--- config.mk ---
export PLATFORM = sky130hd
export DESIGN_NAME = uart_rx
export DESIGN_NICKNAME = d
export VERILOG_FILES = /design/src/rtl/uart_pkg.sv /design/src/rtl/uart_rx_sync.sv /design/src/rtl/uart_rx.sv
export SDC_FILE = /design/constraint.sdc
export NUM_CORES = 1
export LEC_CHECK = 0
export ABC_AREA = 1
export ABC_CLOCK_PERIOD_IN_PS = 3120
export CORE_MARGIN = 5
export CORE_UTILIZATION = 60
export DETAILED_ROUTE_END_ITERATION = 6
export PLACE_DENSITY_LB_ADDON = 0.3
export SLEW_MARGIN = 40
export SYNTH_ARGS = -nofsm -noshare
export SYNTH_HDL_FRONTEND = slang
export SYNTH_HIERARCHICAL = 1
export SYNTH_SLANG_ARGS = --single-unit
--- constraint.sdc ---
create_clock -name clk_3125 -period 3.12 [get_ports clk_3125]
set_input_delay 0.624 -clock clk_3125 [delete_from_list [all_inputs] [get_ports clk_3125]]
set_output_delay 0.624 -clock clk_3125 [all_outputs]
set_load 0.01 [all_outputs]
--- src/rtl/uart_pkg.sv ---
// Shared UART definitions: receiver state encoding, default bit timing and the
// parity rule used by both the transmitter and the receiver.
package uart_pkg;

    localparam int UART_CLKS_PER_BIT = 14;

    localparam logic PARITY_EVEN = 1'b0;
    localparam logic PARITY_ODD  = 1'b1;

    typedef enum logic [2:0] {
        ST_IDLE      = 3'd0,
        ST_START     = 3'd1,
        ST_DATA      = 3'd2,
        ST_PARITY    = 3'd3,
        ST_STOP      = 3'd4,
        ST_WAIT_HIGH = 3'd5
    } rx_state_e;

    function automatic logic parity_bit(input logic [7:0] data, input logic ptype);
        return (ptype == PARITY_ODD) ? ~^data : ^data;
    endfunction

endpackage

--- src/rtl/uart_rx_sync.sv ---
// Two-flop synchronizer for the serial line; resets to the idle (high) level so
// a reset never looks like a start bit.
module uart_rx_sync (
    input  logic clk_3125,
    input  logic rst_n,
    input  logic d,
    output logic q
);

    logic meta_q;
    logic sync_q;

    always_ff @(posedge clk_3125 or negedge rst_n) begin
        if (!rst_n) begin
            meta_q <= 1'b1;
            sync_q <= 1'b1;
        end else begin
            meta_q <= d;
            sync_q <= meta_q;
        end
    end

    assign q = sync_q;

endmodule

--- src/rtl/uart_rx.sv ---
// UART receiver: start, 8 data bits MSB first, parity, stop. Mid-bit sampling
// driven by a down-counter that reloads at each sample point.
//
// state     | meaning
// ----------+--------------------------------------------------------------
// IDLE      | line high, waiting for rx_s low
// START     | counting to the start-bit centre; high there means glitch
// DATA      | sampling 8 data bits one bit period apart
// PARITY    | sampling the parity bit and checking it
// STOP      | sampling the stop bit, publishing the frame
// WAIT_HIGH | stop bit was low; hold off until the line returns high
module uart_rx
    import uart_pkg::*;
#(
    parameter int CLKS_PER_BIT = UART_CLKS_PER_BIT,
    parameter int SAMPLE_POINT = CLKS_PER_BIT / 2
) (
    input  logic       clk_3125,
    input  logic       rst_n,
    input  logic       rx,
    input  logic       parity_type,
    output logic [7:0] rx_data,
    output logic       rx_valid,
    output logic       rx_parity_err,
    output logic       rx_frame_err,
    output logic       rx_busy
);

    localparam int CNT_W = (CLKS_PER_BIT > 1) ? $clog2(CLKS_PER_BIT) : 1;
    localparam logic [CNT_W-1:0] BIT_RELOAD    = CNT_W'(CLKS_PER_BIT - 1);
    localparam logic [CNT_W-1:0] SAMPLE_RELOAD = CNT_W'(SAMPLE_POINT - 1);

    logic rx_s;

    uart_rx_sync u_sync (
        .clk_3125 (clk_3125),
        .rst_n    (rst_n),
        .d        (rx),
        .q        (rx_s)
    );

    rx_state_e        state_q, state_d;
    logic [CNT_W-1:0] cnt_q, cnt_d;
    logic [2:0]       idx_q, idx_d;
    logic [7:0]       sh_q, sh_d;
    logic             ptype_q, ptype_d;
    logic             perr_q, perr_d;
    logic [7:0]       rx_data_q, rx_data_d;
    logic             rx_valid_q, rx_valid_d;
    logic             rx_parity_err_q, rx_parity_err_d;
    logic             rx_frame_err_q, rx_frame_err_d;
    logic             tick;

    assign tick = (cnt_q == '0);

    always_ff @(posedge clk_3125 or negedge rst_n) begin
        if (!rst_n) begin
            state_q         <= ST_IDLE;
            cnt_q           <= '0;
            idx_q           <= '0;
            sh_q            <= '0;
            ptype_q         <= PARITY_EVEN;
            perr_q          <= 1'b0;
            rx_data_q       <= '0;
            rx_valid_q      <= 1'b0;
            rx_parity_err_q <= 1'b0;
            rx_frame_err_q  <= 1'b0;
        end else begin
            state_q         <= state_d;
            cnt_q           <= cnt_d;
            idx_q           <= idx_d;
            sh_q            <= sh_d;
            ptype_q         <= ptype_d;
            perr_q          <= perr_d;
            rx_data_q       <= rx_data_d;
            rx_valid_q      <= rx_valid_d;
            rx_parity_err_q <= rx_parity_err_d;
            rx_frame_err_q  <= rx_frame_err_d;
        end
    end

    always_comb begin
        state_d         = state_q;
        cnt_d           = cnt_q;
        idx_d           = idx_q;
        sh_d            = sh_q;
        ptype_d         = ptype_q;
        perr_d          = perr_q;
        rx_data_d       = rx_data_q;
        rx_valid_d      = 1'b0;
        rx_parity_err_d = rx_parity_err_q;
        rx_frame_err_d  = rx_frame_err_q;

        case (state_q)
            ST_IDLE: begin
                if (!rx_s) begin
                    state_d = ST_START;
                    cnt_d   = SAMPLE_RELOAD;
                    idx_d   = '0;
                    ptype_d = parity_type;
                end
            end
            ST_START: begin
                if (tick) begin
                    state_d = rx_s ? ST_IDLE : ST_DATA;
                    cnt_d   = BIT_RELOAD;
                end else begin
                    cnt_d = cnt_q - CNT_W'(1);
                end
            end
            ST_DATA: begin
                if (tick) begin
                    sh_d  = {sh_q[6:0], rx_s};
                    cnt_d = BIT_RELOAD;
                    if (idx_q == 3'd7) begin
                        state_d = ST_PARITY;
                    end else begin
                        idx_d = idx_q + 3'd1;
                    end
                end else begin
                    cnt_d = cnt_q - CNT_W'(1);
                end
            end
            ST_PARITY: begin
                if (tick) begin
                    perr_d  = (rx_s != parity_bit(sh_q, ptype_q));
                    cnt_d   = BIT_RELOAD;
                    state_d = ST_STOP;
                end else begin
                    cnt_d = cnt_q - CNT_W'(1);
                end
            end
            ST_STOP: begin
                if (tick) begin
                    // Data is published even on error so software can inspect it.
                    rx_valid_d      = 1'b1;
                    rx_data_d       = sh_q;
                    rx_parity_err_d = perr_q;
                    rx_frame_err_d  = !rx_s;
                    state_d         = rx_s ? ST_IDLE : ST_WAIT_HIGH;
                end else begin
                    cnt_d = cnt_q - CNT_W'(1);
                end
            end
            ST_WAIT_HIGH: begin
                if (rx_s) begin
                    state_d = ST_IDLE;
                end
            end
            default: begin
                state_d = ST_IDLE;
            end
        endcase
    end

    assign rx_data       = rx_data_q;
    assign rx_valid      = rx_valid_q;
    assign rx_parity_err = rx_parity_err_q;
    assign rx_frame_err  = rx_frame_err_q;
    assign rx_busy       = (state_q != ST_IDLE);

endmodule

==> summary.txt, run 1 <==
status: complete, no violations
TritonCTS Sinks: 33
wire per inst: 12.7 µm
Peak VDD IR: 0.506 mV
Synth Warn #: 6
Worst path slowest cell: dfrtp_1
maxcap violations: 0
CTS Buffer Depth: 2
Total GRT Usage: 18.5%
post-place setup slack: 1.16 ns
Worst Hold Launch: u_sync/meta_q$_DFF_PN1_
Worst-Skew Late Latency: 0.34 ns
die width: 63.8 µm
Pwr Density: 690 nW/µm²
Slew Limit Headroom: 72.8%
initial core utilization: 62.9%
Synth Instances: 201
post-route ant nets: 0
CP arrival: 1.70 ns
number of fill cells: 233
average vias per placed instance: 5.42
Psw: 0.525 mW
crit path capture: rx_busy
Die Span Y: 63.8 µm
Port Buf Inserts: 15
Final period util: 74.4%
row cnt: 19
final wirelength: 3.19 mm
CP max FO: 6
final setup TNS: 0 ns
crit path from: state_q[0]$_DFFE_PN0P_
Multi-input gate area: 769 µm²
routed via count: 1356
DRC viols: 0
Max stage delay on crit path: 0.48 ns
total power: 1.34 mW
Async SR Flop Fraction: 100%
initial drt markers: 65
Crit Reg-Reg Endpoint: cnt_q[2]$_DFFE_PN0P_
Final Non-Filler Cells: 250
RSZ-0062 raised after global routing: false
Worst Tran Pin Value: 0.408 ns
Pre-Repair DR Iteration Count: 4
core area: 2760 µm²
reg2reg setup slack: 1.45 ns
Yosys reg bits: 33
pin count of the biggest net entering global routing: 34
Area Overhead vs Synth: 12.0%
final slew viol count: 0
placed instance count: 243
Post-Synthesis Net Count: 209
leak pwr: 0.952 nW
Sw Ratio: 39.2%
CP most frequent cell: nor2_4
DP HPWL: 2.34 mm
CTS clock-pin slew for the worst setup and hold paths: 0.09 ns
type of origin of the critical path: flip-flop
sequential cell area: 828 µm²
endpoints failing setup: 0
setup bufs post-CTS: 0
top_reg_cell synth: dfrtp_1
Synth Cell Area: 1730 µm²
sequential share of the synthesized area: 47.8%
fin nets: 227
hold_buf cts: 0
ANT cells: 0
GRT overflow: 0
first-pass GRT wire length: 6.02 mm
gpl congestion: 0.867
io pins: 16
layout cells sized above 1: 16.4%
final core utilization: 70.5%
internal power: 0.816 mW
initial antenna violation count: 0
Hold Vio Cnt, Final: 0
Distinct cells, synth: 30
Post-synth EDFFs: 0
crit path cell chain: nor2_4 -> inv_4 -> nor2_4 -> inv_1 -> clkdlybuf4s50_1
vias in the first global route: 1395
Clk pwr share: 18.0%
H-tree Lvls: 2
kind of critical path: reg2out
CTS tree: done
Comb pwr share: 40.6%
min Tclk post-route: 2.32 ns
post_cts resized: 0
synthesized area per cell: 8.63 µm²
R2R depth: 10
Worst EP required: 2.50 ns
Layout Skew: 0.00289 ns
r2r startpoint: cnt_q[0]$_DFFE_PN0P_
Critical Path Sink Type: primary output
Seq pwr share: 41.3%
worst hold path type: reg2reg
Clk Tree Root Cell: clkbuf_4
Total Die Area: 4070 µm²
cts bufs inserted: 5
Achievable Freq: 431 MHz
Final WS setup: 0.798 ns
[per-stage QoR]
stage,hold WS [ns],cell area (µm²)
after global placement,0.346,1890
after floorplan,0.328,1730
final,0.364,1940
after detailed placement,0.351,1890
after CTS,0.360,1940
after global routing,0.365,1940
[logic make-up after synthesis]
kind of cell               after synthesis  share of synthesized area, %
xor gates and xnor gates                 5                          2.53
and+or+nand+nor                        100                          27.6
muxes                                    1                         0.649
DFF                                     33                          47.8
buffers and inverters                   28                          7.86
AOI/OAI and AO/OA                       30                          10.8
adders and majority gates                4                          2.89
[area by class of cell]
cell class	instances	area share [%]
flip-flops and latches	33	42.6
inverters	23	4.83
multi-input cells	140	39.6
clock buffers	7	2.83
well taps	31	2.00
repair buffers	16	8.11
[flip-flops by register name (all words and copies together), names as in the netlist]
| name | cells |
|---|---|
| state_q | 3 |
| cnt_q | 4 |
| u_sync/q | 1 |
| ptype_q | 1 |
| rx_frame_err | 1 |
| rx_data | 8 |
| idx_q | 3 |
| sh_q | 8 |
| rx_valid | 1 |
| perr_q | 1 |
| u_sync/meta_q | 1 |
| rx_parity_err | 1 |
[Yosys cell counts, drive strengths merged, types with 2 or more instances]
| library cell | number | share of area [%] |
|---|---|---|
| dfrtp | 31 | 45 |
| nand2 | 72 | 17 |
| o21ai | 26 | 8.8 |
| xnor2 | 3 | 1.5 |
| ha | 4 | 2.9 |
| buf | 4 | 2.2 |
| nand3 | 14 | 4.6 |
| nor2 | 12 | 5.6 |
| inv | 23 | 5.4 |
| xor2 | 2 | 1.0 |
| dfstp | 2 | 3.0 |
[worst max-delay path, delay by kind of cell, from the launching register on]
family        cells  cell delay [ns]
simple gates      2             0.30
flops             1             0.48
buf+inv           3             0.58
[power by group through the flow]
stage / combinational [mW] / sequential, mW / clock [mW]
2_1_floorplan: 0.442 / 0.546 / 0
3_3_place_gp: 0.519 / 0.556 / 0
3_5_place_dp: 0.547 / 0.561 / 0
4_1_cts: 0.551 / 0.554 / 0.249
5_1_grt: 0.624 / 0.560 / 0.270
6_report: 0.545 / 0.554 / 0.242
[cells in the final DEF, fill, tap and decap left out, drive strengths merged]
cell,Yosys,layout
clkdlybuf4s50,0,15
nand3,14,14
inv,23,23
nand4,1,1
o21ai,26,26
ha,4,4
dfrtp,31,31
o21a,1,1
dfstp,2,2
nor2,12,12
mux2,1,1
a211oi,1,1
o22ai,1,1
xnor2,3,3
a22oi,1,1
xor2,2,2
nand2,72,72
clkbuf,1,7
buf,4,1
or2,1,1
[per-layer routing]
metal / share of wire (%) / vias up / GRT usage (%) / wire length [µm]
li1: - / 672 / - / -
met1: 41 / 639 / 21.1 / 1300
met2: 49 / 33 / 31.5 / 1570
met3: 6.9 / 12 / 5.95 / 219
met4: 3.2 / 0 / 8.57 / 103
met5: 0 / - / 0 / 0
[how the worst min path moves through the flow]
stage	to	slack, ns	depth (start not counted)
final	u_sync/q$_DFF_PN1_	0.36	0
after global routing	u_sync/q$_DFF_PN1_	0.36	0
after CTS	u_sync/q$_DFF_PN1_	0.36	0
after detailed placement	u_sync/q$_DFF_PN1_	0.35	0
after global placement	u_sync/q$_DFF_PN1_	0.35	0
after floorplan	cnt_q[0]$_DFFE_PN0P_	0.33	0
Note: power is estimated with default switching activity, not from simulation.
==> inputs of run 2 (changes only) <==
--- a/config.mk
+++ b/config.mk
@@ -6,9 +6,9 @@
 export NUM_CORES = 1
 export LEC_CHECK = 0
 export ABC_AREA = 1
-export ABC_CLOCK_PERIOD_IN_PS = 3120
+export ABC_CLOCK_PERIOD_IN_PS = 2300
 export CORE_MARGIN = 5
-export CORE_UTILIZATION = 60
+export CORE_UTILIZATION = 56
 export DETAILED_ROUTE_END_ITERATION = 6
 export PLACE_DENSITY_LB_ADDON = 0.3
 export SLEW_MARGIN = 40
==> constraint.sdc (replaced) <==
create_clock -name clk_3125 -period 2.3 [get_ports clk_3125]
set_input_delay 0.46 -clock clk_3125 [delete_from_list [all_inputs] [get_ports clk_3125]]
set_output_delay 0.46 -clock clk_3125 [all_outputs]
set_load 0.01 [all_outputs]
==> run 2 against run 1 <==
Net effect:
- critical path depth unchanged
- core utilization down 5.8 points
- global-route usage down 0.51 points
- cell count up 1.2%
- critical path type unchanged
- critical endpoint unchanged
- largest cell class unchanged
- largest power group unchanged
- highest routed layer unchanged
==> summary.txt, run 2 (synthesis results as in run 1) <==
H-tree Lvls: 2
Worst EP required: 1.84 ns
leak pwr: 0.953 nW
reg2reg setup slack: 0.65 ns
Seq pwr share: 41.7%
Max stage delay on crit path: 0.50 ns
RSZ-0062 raised after global routing: false
ANT cells: 0
wire per inst: 12.5 µm
Pwr Density: 929 nW/µm²
routed via count: 1324
pin count of the biggest net entering global routing: 34
Worst path slowest cell: dfrtp_1
Final Non-Filler Cells: 253
CP most frequent cell: nor2_4
total power: 1.80 mW
row cnt: 20
Clk pwr share: 17.2%
Peak VDD IR: 0.555 mV
post_cts resized: 0
CP arrival: 1.73 ns
maxcap violations: 0
CTS clock-pin slew for the worst setup and hold paths: 0.10 ns
Final period util: 95.1%
Met3 Wirelength: 148 µm
Sw Ratio: 40.3%
crit path cell chain: nor2_4 -> inv_4 -> nor2_4 -> inv_1 -> clkdlybuf4s50_1
Critical Path Stages: 5
Port Buf Inserts: 15
cts bufs inserted: 5
Layout Skew: 0.00829 ns
Worst Tran Pin Value: 0.409 ns
CTS tree: done
R2R depth: 10
Worst-Skew Late Latency: 0.33 ns
Area Overhead vs Synth: 12.0%
worst hold path type: reg2reg
Pre-Repair DR Iteration Count: 4
CTS Buffer Depth: 2
most frequent cells in the layout: nand2_1, dfrtp_1, inv_1
crit path from: state_q[0]$_DFFE_PN0P_
core area: 3000 µm²
fin nets: 227
Die Span Y: 65.7 µm
min Tclk post-route: 2.19 ns
TritonCTS Sinks: 33
vias in the first global route: 1364
internal power: 1.08 mW
status: complete, no violations
endpoints failing setup: 0
initial drt markers: 71
DRC viols: 0
kind of critical path: reg2out
Worst Hold Launch: u_sync/meta_q$_DFF_PN1_
setup bufs post-CTS: 0
CP max FO: 6
post-route ant nets: 0
Bufs and invs on worst path: 3
Slew Limit Headroom: 72.7%
hold_buf cts: 0
Hold Vio Cnt, Final: 0
GRT overflow: 0
Clk Tree Root Cell: clkbuf_4
commonest non-fill, non-tap cell in the layout: nand2_1
io pins: 16
DP HPWL: 2.29 mm
CP top delay family: buffers and inverters
Critical Path Sink Type: primary output
Hold Worst Slack: 0.367 ns
placed instance count: 245
Worst Hold Depth: 0
DR WL met2: 1.54 mm
WL met1: 1.44 mm
r2r startpoint: cnt_q[0]$_DFFE_PN0P_
gpl congestion: 0.958
Total Die Area: 4310 µm²
initial antenna violation count: 0
die width: 65.7 µm
first-pass GRT wire length: 5.95 mm
final setup TNS: 0 ns
final wirelength: 3.16 mm
layout cells sized above 1: 16.8%
type of origin of the critical path: flip-flop
Achievable Freq: 457 MHz
final slew viol count: 0
Comb pwr share: 41.2%
Total GRT Usage: 18.0%
initial core utilization: 57.7%
highest metal used: met4
average vias per placed instance: 5.23
number of fill cells: 246
Psw: 0.727 mW
-- run 2: changes by cell type in the layout (fill, tap and decap cells not counted) --
| cell | previous run | this run |
|---|---|---|
| clkbuf_8 | 1 | 0 |
| clkinv_2 | 0 | 2 |
-- run 2: metal layers --
metal	vias up	track usage, %
met4	0	6.22
met1	623	20.7
met5	-	0
li1	669	-
met3	5	6.50
met2	27	30.5
-- run 2: per-stage QoR --
stage	setup slack (ns)	instance area, µm²	util [%]
6_report	0.112	1940	64.7
5_1_grt	0.0133	1940	64.7
4_1_cts	0.110	1940	64.7
3_5_place_dp	0.491	1890	63.0
3_3_place_gp	0.540	1890	63.0
2_1_floorplan	0.862	1730	-
-- run 2: worst paths after layout --
kind / to
worst max-delay path: rx_busy
worst min-delay path: u_sync/q$_DFF_PN1_
worst max register to register: cnt_q[2]$_DFFE_PN0P_
worst min register to register: u_sync/q$_DFF_PN1_
max in group asynchronous: u_sync/meta_q$_DFF_PN1_
min in group asynchronous: ptype_q$_DFFE_PN0P_
-- run 2: cell type report --
type	count	area [µm²]	share of cell area, %
clock buffer	6	41.3	2.13
clock inverter	2	10.0	0.515
inverter	23	93.8	4.83
multi-input combinational	140	769	39.6
sequential	33	828	42.7
tap	33	41.3	2.13
timing repair buffer	16	158	8.12
-- run 2: power by group through the flow --
stage,logic (mW),registers [mW],clock network [mW]
2_1_floorplan,0.599,0.741,0
3_3_place_gp,0.704,0.756,0
3_5_place_dp,0.740,0.763,0
4_1_cts,0.743,0.751,0.315
5_1_grt,0.838,0.766,0.349
6_report,0.743,0.752,0.310
==> inputs of run 3 (changes only) <==
--- a/config.mk
+++ b/config.mk
@@ -10,7 +10,8 @@
 export CORE_MARGIN = 5
 export CORE_UTILIZATION = 56
 export DETAILED_ROUTE_END_ITERATION = 6
-export PLACE_DENSITY_LB_ADDON = 0.3
+export GPL_TIMING_DRIVEN = 1
+export PLACE_DENSITY_LB_ADDON = 0.12
 export SLEW_MARGIN = 40
 export SYNTH_ARGS = -nofsm -noshare
 export SYNTH_HDL_FRONTEND = slang
==> run 3 against run 2 <==
Net effect:
- non-clock buffer count is the same
- via count is 0.38% lower
- clock skew fell by 0.0011 ns
- sequential power fell by 0.5%
- hold slack lost 0.0072 ns
- wire length decreased by 4.2%
- cell count unchanged
- clock power decreased by 1%
- total power shrank 1.2%
==> summary.txt, run 3 (synthesis results as in run 1) <==
status: complete, no violations
Slew Limit Headroom: 73.3%
average vias per placed instance: 5.21
TritonCTS Sinks: 33
Pre-Repair DR Iteration Count: 4
post-place instance area: 1890 µm²
Clk Tree Root Cell: clkbuf_4
most frequent cells in the layout: nand2_1, dfrtp_1, inv_1
ANT cells: 0
initial drt markers: 57
worst hold path type: reg2reg
kind of critical path: reg2out
pin count of the biggest net entering global routing: 34
die width: 65.7 µm
Sw Ratio: 39.2%
leak pwr: 0.948 nW
Worst Tran Pin Value: 0.400 ns
Worst EP required: 1.84 ns
initial core utilization: 57.7%
final wirelength: 3.03 mm
min Tclk post-route: 2.14 ns
maxcap violations: 0
Clk pwr share: 17.1%
final slew viol count: 0
CTS tree: done
Area Overhead vs Synth: 11.8%
post_cts resized: 0
cts bufs inserted: 5
GRT overflow: 0
CP max FO: 6
Die Span Y: 65.7 µm
Layout Skew: 0.00719 ns
Multi-input gate area: 769 µm²
Final period util: 93.0%
RSZ-0062 raised after global routing: false
Seq pwr share: 42.0%
internal power: 1.08 mW
Total Die Area: 4310 µm²
Peak VDD IR: 0.485 mV
number of fill cells: 270
Final WS setup: 0.160 ns
vias in the first global route: 1351
Critical Path Sink Type: primary output
routed via count: 1319
CTS clock-pin slew for the worst setup and hold paths: 0.10 ns
DP HPWL: 2.29 mm
wire per inst: 12.0 µm
CP arrival: 1.68 ns
post-place setup slack: 0.519 ns
type of origin of the critical path: flip-flop
setup bufs post-CTS: 0
initial antenna violation count: 0
post-route ant nets: 0
row cnt: 20
Worst-Skew Late Latency: 0.33 ns
Finished Cell Area: 1940 µm²
Port Buf Inserts: 15
io pins: 16
commonest non-fill, non-tap cell in the layout: nand2_1
first-pass GRT wire length: 5.69 mm
final setup TNS: 0 ns
CTS Buffer Depth: 2
Total GRT Usage: 17.2%
Comb pwr share: 40.9%
hold_buf cts: 0
H-tree Lvls: 2
fin nets: 227
Pwr Density: 920 nW/µm²
endpoints failing setup: 0
Hold Vio Cnt, Final: 0
DRC viols: 0
core area: 3000 µm²
Achievable Freq: 467 MHz
layout cells sized above 1: 15.9%
sequential cell area: 828 µm²
gpl congestion: 0.808
Psw: 0.699 mW
run 3: cell types whose count changed in the layout (fill, tap and decap cells not counted), sizes merged:
cell / previous run / this run
clkinv: 2 / 0
clkbuf: 6 / 8
run 3: stage by stage:
stage | std cells | util, % | total power, mW | hold WS, ns
4_1_cts | 253 | 64.6 | 1.80 | 0.360
6_report | 253 | 64.6 | 1.78 | 0.360
2_1_floorplan | 201 | - | 1.34 | 0.164
3_5_place_dp | 245 | 63.0 | 1.50 | 0.347
3_3_place_gp | 245 | 63.0 | 1.46 | 0.346
5_1_grt | 253 | 64.6 | 1.94 | 0.370
run 3: layout make-up:
type	count	area share, %
well taps	33	2.13
clock buffers	8	2.52
inverters	23	4.84
flip-flops and latches	33	42.7
repair buffers	16	8.13
multi-input cells	140	39.7
run 3: worst max-delay path, cell delays in order (launching register included):
cell             delay [ns]
dfrtp_1                0.49
nor2_4                 0.19
inv_4                  0.06
nor2_4                 0.10
inv_1                  0.05
clkdlybuf4s50_1        0.46
run 3: power by group through the flow:
stage | registers, mW | clock network [mW] | logic [mW]
finish | 0.748 | 0.306 | 0.729
global route | 0.760 | 0.346 | 0.837
CTS | 0.748 | 0.316 | 0.740
detailed placement | 0.760 | 0 | 0.736
global placement | 0.754 | 0 | 0.706
floorplan | 0.741 | 0 | 0.599
run 3: worst paths after layout:
check / startpoint / to / slack, ns / cells past startpoint
setup / recovery: state_q[0]$_DFFE_PN0P_ / rx_busy / 0.16 / 5
hold / removal: u_sync/meta_q$_DFF_PN1_ / u_sync/q$_DFF_PN1_ / 0.36 / 0
setup reg to reg: cnt_q[0]$_DFFE_PN0P_ / cnt_q[2]$_DFFE_PN0P_ / 0.68 / 10
hold reg to reg: u_sync/meta_q$_DFF_PN1_ / u_sync/q$_DFF_PN1_ / 0.36 / 0
max in group asynchronous: rst_n / u_sync/meta_q$_DFF_PN1_ / 1.46 / 2
min in group asynchronous: rst_n / ptype_q$_DFFE_PN0P_ / 0.52 / 2
run 3: metal layers:
| layer | wire, µm | GRT usage (%) | vias up |
|---|---|---|---|
| li1 | - | - | 674 |
| met5 | 0 | 0 | - |
| met2 | 1470 | 29.3 | 23 |
| met4 | 71 | 8.29 | 0 |
| met3 | 146 | 6.50 | 8 |
| met1 | 1340 | 18.7 | 614 |
